### src/rtl/vga_timing_pkg.sv
// vga_timing_pkg: shared raster constants for the video path.
//   - 640x480@60 active sizes, porches, sync widths and sync polarity
//   - derived blanking and total counts
//   - coordinate type and a small window helper used by the timing axes
// Other video blocks take their geometry from here rather than repeating literals.
package vga_timing_pkg;

    localparam int unsigned COORD_W   = 11;
    localparam int unsigned MAX_TOTAL = 2048;

    localparam int unsigned VGA_H_ACTIVE = 640;
    localparam int unsigned VGA_H_FP     = 16;
    localparam int unsigned VGA_H_SYNC   = 96;
    localparam int unsigned VGA_H_BP     = 48;
    localparam int unsigned VGA_H_BLANK  = VGA_H_FP + VGA_H_SYNC + VGA_H_BP;
    localparam int unsigned VGA_H_TOTAL  = VGA_H_BLANK + VGA_H_ACTIVE;

    localparam int unsigned VGA_V_ACTIVE = 480;
    localparam int unsigned VGA_V_FP     = 10;
    localparam int unsigned VGA_V_SYNC   = 2;
    localparam int unsigned VGA_V_BP     = 33;
    localparam int unsigned VGA_V_BLANK  = VGA_V_FP + VGA_V_SYNC + VGA_V_BP;
    localparam int unsigned VGA_V_TOTAL  = VGA_V_BLANK + VGA_V_ACTIVE;

    // Level driven on hsync/vsync while inside the sync pulse.
    localparam logic VGA_HSYNC_ACTIVE = 1'b0;
    localparam logic VGA_VSYNC_ACTIVE = 1'b0;

    typedef logic [COORD_W-1:0] coord_t;

    // True when lo <= c < hi.
    function automatic logic inWindow(input coord_t c, input coord_t lo, input coord_t hi);
        return (c >= lo) && (c < hi);
    endfunction

endpackage

### src/rtl/vga_timing_if.sv
// vga_timing_if: raster timing bundle from the timing generator to display stages.
//   pixelEnable  visible-pixel strobe, one clk per tick
//   pixelX/Y     signed (two's-complement) position, negative during blanking
//   lineStart    one-clk pulse on the tick that begins a line
//   frameStart   one-clk pulse on the tick that begins a frame
//   hsync/vsync  monitor sync, active-low
//   vblank       level, high during vertical blanking
interface vga_timing_if;
    import vga_timing_pkg::*;

    logic   pixelEnable;
    coord_t pixelX;
    coord_t pixelY;
    logic   lineStart;
    logic   frameStart;
    logic   hsync;
    logic   vsync;
    logic   vblank;

    modport master (
        output pixelEnable, pixelX, pixelY, lineStart, frameStart, hsync, vsync, vblank
    );

    modport slave (
        input pixelEnable, pixelX, pixelY, lineStart, frameStart, hsync, vsync, vblank
    );

endinterface

### src/rtl/vga_timing_axis.sv
// vga_timing_axis: one raster axis (horizontal or vertical).
//   clk, rst_n   clock, asynchronous active-low reset
//   advance      step the counter by one position this cycle
//   counter      position in 0..TOTAL-1, blanking first then active area
//   position     counter - BLANK (mod 2^11): negative while blanking
//   wrap         counter is stepping from TOTAL-1 back to 0 this cycle
//   sync_n       low while counter is inside [FP, FP+SYNC)
//   blank        high while counter is in the blanking interval
//   activeNext   the value the counter takes at this edge is in the active area
// Reset parks the axis on its last position so the first advance lands on 0.
module vga_timing_axis
    import vga_timing_pkg::*;
#(
    parameter int unsigned ACTIVE = VGA_H_ACTIVE,
    parameter int unsigned FP     = VGA_H_FP,
    parameter int unsigned SYNC   = VGA_H_SYNC,
    parameter int unsigned BP     = VGA_H_BP
) (
    input  logic   clk,
    input  logic   rst_n,
    input  logic   advance,
    output coord_t counter,
    output coord_t position,
    output logic   wrap,
    output logic   sync_n,
    output logic   blank,
    output logic   activeNext
);

    localparam int unsigned BLANK = FP + SYNC + BP;
    localparam int unsigned TOTAL = BLANK + ACTIVE;

    localparam coord_t LAST       = coord_t'(TOTAL - 1);
    localparam coord_t BLANK_C    = coord_t'(BLANK);
    localparam coord_t SYNC_LO    = coord_t'(FP);
    localparam coord_t SYNC_HI    = coord_t'(FP + SYNC);

    coord_t counterNext;

    always_comb begin
        wrap        = advance && (counter == LAST);
        counterNext = counter;
        if (advance) begin
            counterNext = (counter == LAST) ? '0 : counter + coord_t'(1);
        end
        activeNext  = (counterNext >= BLANK_C);
    end

    // Every registered output is derived from the same next count, so they
    // all move together with no relative skew.
    always_ff @(posedge clk or negedge rst_n) begin
        if (!rst_n) begin
            counter  <= LAST;
            position <= LAST - BLANK_C;
            sync_n   <= !inWindow(LAST, SYNC_LO, SYNC_HI);
            blank    <= (LAST < BLANK_C);
        end else if (advance) begin
            counter  <= counterNext;
            position <= counterNext - BLANK_C;
            sync_n   <= !inWindow(counterNext, SYNC_LO, SYNC_HI);
            blank    <= (counterNext < BLANK_C);
        end
    end

endmodule

### src/rtl/vga_timing.sv
// vga_timing: raster timing generator for the CHIP-8 video path.
//   clk     pixel (or faster system) clock
//   rst_n   asynchronous active-low reset
//   vid     vga_timing_if master: pixel strobe, coordinates, line/frame pulses, syncs
// CLK_DIV clk cycles make one pixel tick. Counters and level outputs change only
// on tick edges; pixelEnable, lineStart and frameStart are one-clk pulses per tick.
module vga_timing
    import vga_timing_pkg::*;
#(
    parameter int unsigned H_ACTIVE = VGA_H_ACTIVE,
    parameter int unsigned H_FP     = VGA_H_FP,
    parameter int unsigned H_SYNC   = VGA_H_SYNC,
    parameter int unsigned H_BP     = VGA_H_BP,
    parameter int unsigned V_ACTIVE = VGA_V_ACTIVE,
    parameter int unsigned V_FP     = VGA_V_FP,
    parameter int unsigned V_SYNC   = VGA_V_SYNC,
    parameter int unsigned V_BP     = VGA_V_BP,
    parameter int unsigned CLK_DIV  = 1
) (
    input  logic       clk,
    input  logic       rst_n,
    vga_timing_if.master vid
);

    localparam int unsigned H_TOTAL = H_FP + H_SYNC + H_BP + H_ACTIVE;
    localparam int unsigned V_TOTAL = V_FP + V_SYNC + V_BP + V_ACTIVE;

    if (H_TOTAL > MAX_TOTAL || V_TOTAL > MAX_TOTAL) begin : gTotalCheck
        $error("vga_timing: H_TOTAL/V_TOTAL exceed 11-bit coordinate range");
    end
    if (CLK_DIV < 1) begin : gDivCheck
        $error("vga_timing: CLK_DIV must be at least 1");
    end

    localparam int unsigned DIV_W = (CLK_DIV > 1) ? $clog2(CLK_DIV) : 1;
    localparam logic [DIV_W-1:0] DIV_LAST = DIV_W'(CLK_DIV - 1);

    logic [DIV_W-1:0] divQ;
    logic             tick;

    // Divider resets to its last value so the first edge after reset is a tick.
    assign tick = (divQ == DIV_LAST);

    always_ff @(posedge clk or negedge rst_n) begin
        if (!rst_n) begin
            divQ <= DIV_LAST;
        end else begin
            divQ <= tick ? '0 : divQ + DIV_W'(1);
        end
    end

    coord_t hCount, vCount, hPos, vPos;
    logic   hWrap, vWrap, hSyncN, vSyncN, hBlank, vBlank, hActiveNext, vActiveNext;

    vga_timing_axis #(
        .ACTIVE(H_ACTIVE),
        .FP    (H_FP),
        .SYNC  (H_SYNC),
        .BP    (H_BP)
    ) hAxis (
        .clk       (clk),
        .rst_n     (rst_n),
        .advance   (tick),
        .counter   (hCount),
        .position  (hPos),
        .wrap      (hWrap),
        .sync_n    (hSyncN),
        .blank     (hBlank),
        .activeNext(hActiveNext)
    );

    // hWrap already includes tick, so the vertical axis steps once per line.
    vga_timing_axis #(
        .ACTIVE(V_ACTIVE),
        .FP    (V_FP),
        .SYNC  (V_SYNC),
        .BP    (V_BP)
    ) vAxis (
        .clk       (clk),
        .rst_n     (rst_n),
        .advance   (hWrap),
        .counter   (vCount),
        .position  (vPos),
        .wrap      (vWrap),
        .sync_n    (vSyncN),
        .blank     (vBlank),
        .activeNext(vActiveNext)
    );

    logic pixelEnableQ, lineStartQ, frameStartQ;

    // Pulses are rewritten every clk so they last exactly one cycle per tick.
    always_ff @(posedge clk or negedge rst_n) begin
        if (!rst_n) begin
            pixelEnableQ <= 1'b0;
            lineStartQ   <= 1'b0;
            frameStartQ  <= 1'b0;
        end else begin
            pixelEnableQ <= tick && hActiveNext && vActiveNext;
            lineStartQ   <= hWrap;
            frameStartQ  <= hWrap && vWrap;
        end
    end

    assign vid.pixelEnable = pixelEnableQ;
    assign vid.pixelX      = hPos;
    assign vid.pixelY      = vPos;
    assign vid.lineStart   = lineStartQ;
    assign vid.frameStart  = frameStartQ;
    assign vid.hsync       = hSyncN;
    assign vid.vsync       = vSyncN;
    assign vid.vblank      = vBlank;

    logic unusedAxis;
    assign unusedAxis = ^{hCount, vCount, hBlank};

endmodule

### src/flat_wrapper.sv
// flat-port wrapper written by rule: the top's interface ports become plain ports
module vga_timing_flat import vga_timing_pkg::*;
#(
    parameter int unsigned H_ACTIVE = VGA_H_ACTIVE,
    parameter int unsigned H_FP     = VGA_H_FP,
    parameter int unsigned H_SYNC   = VGA_H_SYNC,
    parameter int unsigned H_BP     = VGA_H_BP,
    parameter int unsigned V_ACTIVE = VGA_V_ACTIVE,
    parameter int unsigned V_FP     = VGA_V_FP,
    parameter int unsigned V_SYNC   = VGA_V_SYNC,
    parameter int unsigned V_BP     = VGA_V_BP,
    parameter int unsigned CLK_DIV  = 1
)
  (clk, rst_n, vid_pixelEnable, vid_pixelX, vid_pixelY, vid_lineStart, vid_frameStart, vid_hsync, vid_vsync, vid_vblank);
  vga_timing_if vid_i ();
  input  logic clk;
  input  logic rst_n;
  output wire logic [$bits(vid_i.pixelEnable)-1:0] vid_pixelEnable;
  output wire logic [$bits(vid_i.pixelX)-1:0] vid_pixelX;
  output wire logic [$bits(vid_i.pixelY)-1:0] vid_pixelY;
  output wire logic [$bits(vid_i.lineStart)-1:0] vid_lineStart;
  output wire logic [$bits(vid_i.frameStart)-1:0] vid_frameStart;
  output wire logic [$bits(vid_i.hsync)-1:0] vid_hsync;
  output wire logic [$bits(vid_i.vsync)-1:0] vid_vsync;
  output wire logic [$bits(vid_i.vblank)-1:0] vid_vblank;
  assign vid_pixelEnable = vid_i.pixelEnable;
  assign vid_pixelX = vid_i.pixelX;
  assign vid_pixelY = vid_i.pixelY;
  assign vid_lineStart = vid_i.lineStart;
  assign vid_frameStart = vid_i.frameStart;
  assign vid_hsync = vid_i.hsync;
  assign vid_vsync = vid_i.vsync;
  assign vid_vblank = vid_i.vblank;
  vga_timing #(.H_ACTIVE(H_ACTIVE), .H_FP(H_FP), .H_SYNC(H_SYNC), .H_BP(H_BP), .V_ACTIVE(V_ACTIVE), .V_FP(V_FP), .V_SYNC(V_SYNC), .V_BP(V_BP), .CLK_DIV(CLK_DIV)) u_core (.clk(clk), .rst_n(rst_n), .vid(vid_i));
endmodule
### config.mk
export PLATFORM = sky130hd
export DESIGN_NAME = vga_timing_flat
export DESIGN_NICKNAME = d
export VERILOG_FILES = /design/src/rtl/vga_timing_pkg.sv /design/src/rtl/vga_timing_if.sv /design/src/rtl/vga_timing_axis.sv /design/src/rtl/vga_timing.sv /design/src/flat_wrapper.sv
export SDC_FILE = /design/constraint.sdc
export NUM_CORES = 1
export LEC_CHECK = 0
export ABC_CLOCK_PERIOD_IN_PS = 5100
export CORE_AREA = 2 2 98 62
export CTS_BUF_LIST = sky130_fd_sc_hd__clkbuf_8
export CTS_CLUSTER_SIZE = 28
export DETAILED_ROUTE_END_ITERATION = 7
export DIE_AREA = 0 0 100 64
export PLACE_DENSITY = 0.76
export SLEW_MARGIN = 20
export SYNTH_ARGS = -nofsm -noshare
export SYNTH_HDL_FRONTEND = slang
export SYNTH_HIERARCHICAL = 1
export SYNTH_SLANG_ARGS = --single-unit
### constraint.sdc
create_clock -name clk -period 5.1 [get_ports clk]
set_input_delay 0.765 -clock clk [delete_from_list [all_inputs] [get_ports clk]]
set_output_delay 0.765 -clock clk [all_outputs]
set_load 0.01 [all_outputs]
==> results.md <==
* Slew Limit Headroom at 35.4%
* Worst r2r path cells at 12
* Max incr delay on CP at 610 ps
* Crit path max-delay cell type: dfstp_2
* Worst VDD drop at 0.209 mV
* Clock root cell: clkbuf_8
* Reg2reg start: u_core/hAxis/counter[0]
* Leak pwr at 0.00133 uW
* Synthesis Warnings at 6
* Buf/Inv on CP at 3
* Worst path arrival time at 4070 ps
* CTS tree: built
* Max Fclk at 258 MHz
* Fin. Hold Viols at 0
* Syn_nets at 315
* DP HPWL at 5040 um
* Skew-Pair Late Insertion Delay at 290 ps
* Fill count at 467
* H-tree depth at 2
* Average vias per placed instance at 6.22
* Worst-path fanout max at 28
* Final setup vio count at 0
* Setup Skew at 6.17 ps
* GP Congestion at 0.924
* CTS resizes at 0
* Max_cap viols at 0
* Worst hold-check path type: flop to flop
* Critical Path Sink Type: flop
* PwrDens at 319 nW/um2
* Syn avg cell area at 9.61 um2
* Site row count at 21
* Final WL at 6920 um
* Post-layout instance area at 3240 um2
* Worst Hold End: u_core/vAxis/sync_n
* Hold_sp: u_core/vAxis/sync_n
* Area after DPL at 3150 um2
* Worst Hold Depth at 2
* Setup TNS at 0 ps
* Full die area at 6400 um2
* Share of cells above drive strength 1 at 18.4%
* Final Net Count at 330
* Final core utilization at 59.2%
* Initial Util at 53.5%
* Routed Antenna Nets at 0
* Final worst path period share at 76.1%
* IO Port Bufs at 29
* Worst-Margin Slew at 969 ps
* # diodes at 0
* Post-Syn Area at 2920 um2
* Total grt overflow at 0
* GRT Util Overall at 22.7%
* Critical path class: flop to flop
* Critical path's top delay family: compound AO/OA/AOI/OAI gates
* Critical R2R Capture: u_core/vAxis/position[10]
* Worst hold slack at 498 ps
* Die Y at 64 um
* TritonCTS Buffers at 5
* RSZ-0062 raised after global routing: no
* Clock transition at the registers of the reported paths at 90 ps
* Via count at 2419
* Slew Limit Fails at 0
* Cells along the critical path: ha_1 -> and2_1 -> nand4_1 -> inv_1 -> buf_4 -> clkinv_1 -> a21boi_0 -> ha_1 -> o31ai_1 -> a211oi_2 -> xor2_1 -> mux2_2
* Status: finished, final reports clean
* Worst Setup Start Kind: flop
* Vias in the first global route at 2171
* Clock sinks at 45
* Die X at 100 um
* Hold-fix buffers, CTS at 0
* WL per Instance at 17.8 um
* Post-CTS setup buffers at 0
* Crit-path most repeated cell: ha_1
* Remaining DRCs at 0
* Num ports at 30
* Final min period at 3880 ps
* Worst R2R Setup Slack at 1220 ps
* Area added between synthesis and finish at 10.8%
* Initial antenna violation count at 0
* DRT iter0 DRCs at 281
* Cells after Synth at 304
* TritonRoute pass-1 iters at 5
* Core area at 5470 um2
* First-pass GRT wire length at 11300 um
* Largest net degree at the start of global routing at 46
* Worst Path Required at 5290 ps
* Max Root-Sink Buffers at 2
-- cells in the final DEF, fill, tap and decap left out, types with 9 or more instances in the layout --
cell and count:
nand3_1 9, o21ai_0 9, nand2_1 18, dfstp_2 23, dfrtp_1 22, inv_1 15
clkdlybuf4s50_1 28, nand4_1 14, a21oi_1 11, nor2_1 20, xnor2_1 17, ha_1 9
-- flip-flops by register name, indices dropped and copies added (netlist names) --
name	count
u_core/hAxis/counter	11
u_core/vAxis/counter	11
u_core/vAxis/position	11
u_core/hAxis/position	6
u_core/hAxis/sync_n	1
u_core/vAxis/blank	1
u_core/vAxis/sync_n	1
u_core/vid.frameStart	1
u_core/vid.lineStart	1
u_core/vid.pixelEnable	1
-- worst max path at each step --
| stage | startpoint | endpoint | depth (start not counted) |
|---|---|---|---|
| 6_report | u_core/hAxis/counter[0] | u_core/vAxis/position[10] | 12 |
| 5_1_grt | u_core/hAxis/counter[0] | u_core/vAxis/position[10] | 12 |
| 4_1_cts | u_core/hAxis/counter[0] | u_core/vAxis/position[10] | 12 |
| 3_5_place_dp | u_core/hAxis/counter[0] | u_core/vAxis/position[10] | 12 |
| 3_3_place_gp | u_core/hAxis/counter[0] | u_core/vAxis/position[10] | 11 |
| 2_1_floorplan | u_core/hAxis/counter[0] | u_core/vAxis/position[10] | 13 |
-- per-stage QoR --
step / power (uW) / worst slack [ps] / instances
4_1_cts: 1030 / 1280 / 389
3_5_place_dp: 807 / 1280 / 381
6_report: 1030 / 1220 / 389
2_1_floorplan: 707 / 1880 / 304
3_3_place_gp: 801 / 1520 / 381
5_1_grt: 1090 / 952 / 389
-- layout make-up --
type	instances	area, um2	share of cell area, %
Tap cell	69	86.3	2.67
Multi-Input combinational cell	221	1560	48.0
Clock inverter	3	20.0	0.618
Timing Repair Buffer	30	293	9.04
Sequential cell	45	1150	35.7
Inverter	16	60.1	1.85
Clock buffer	5	68.8	2.13
-- routing by layer --
metal	share of wire (%)	wire, um	track usage (%)	vias to the layer above
met4	0.39	27	5.31	0
met5	0	0	0	-
met3	9.2	639	5.69	2
li1	-	-	-	1133
met1	51	3540	37.4	1154
met2	39	2710	28.6	130
-- report_power, final --
group	leakage, uW	internal (uW)	switching [uW]	total, uW
logic	0.000750	149	173	321
registers	0.000537	423	67.4	491
clock network	0.0000455	95.6	124	220
total	0.00133	668	364	1030
-- tightest hold or removal path, cell delays in order, from the launching register on --
cell and delay [ps]:
dfstp_2 380, nor2_1 80, a31oi_1 50
Power figures use the tool's default switching activity.
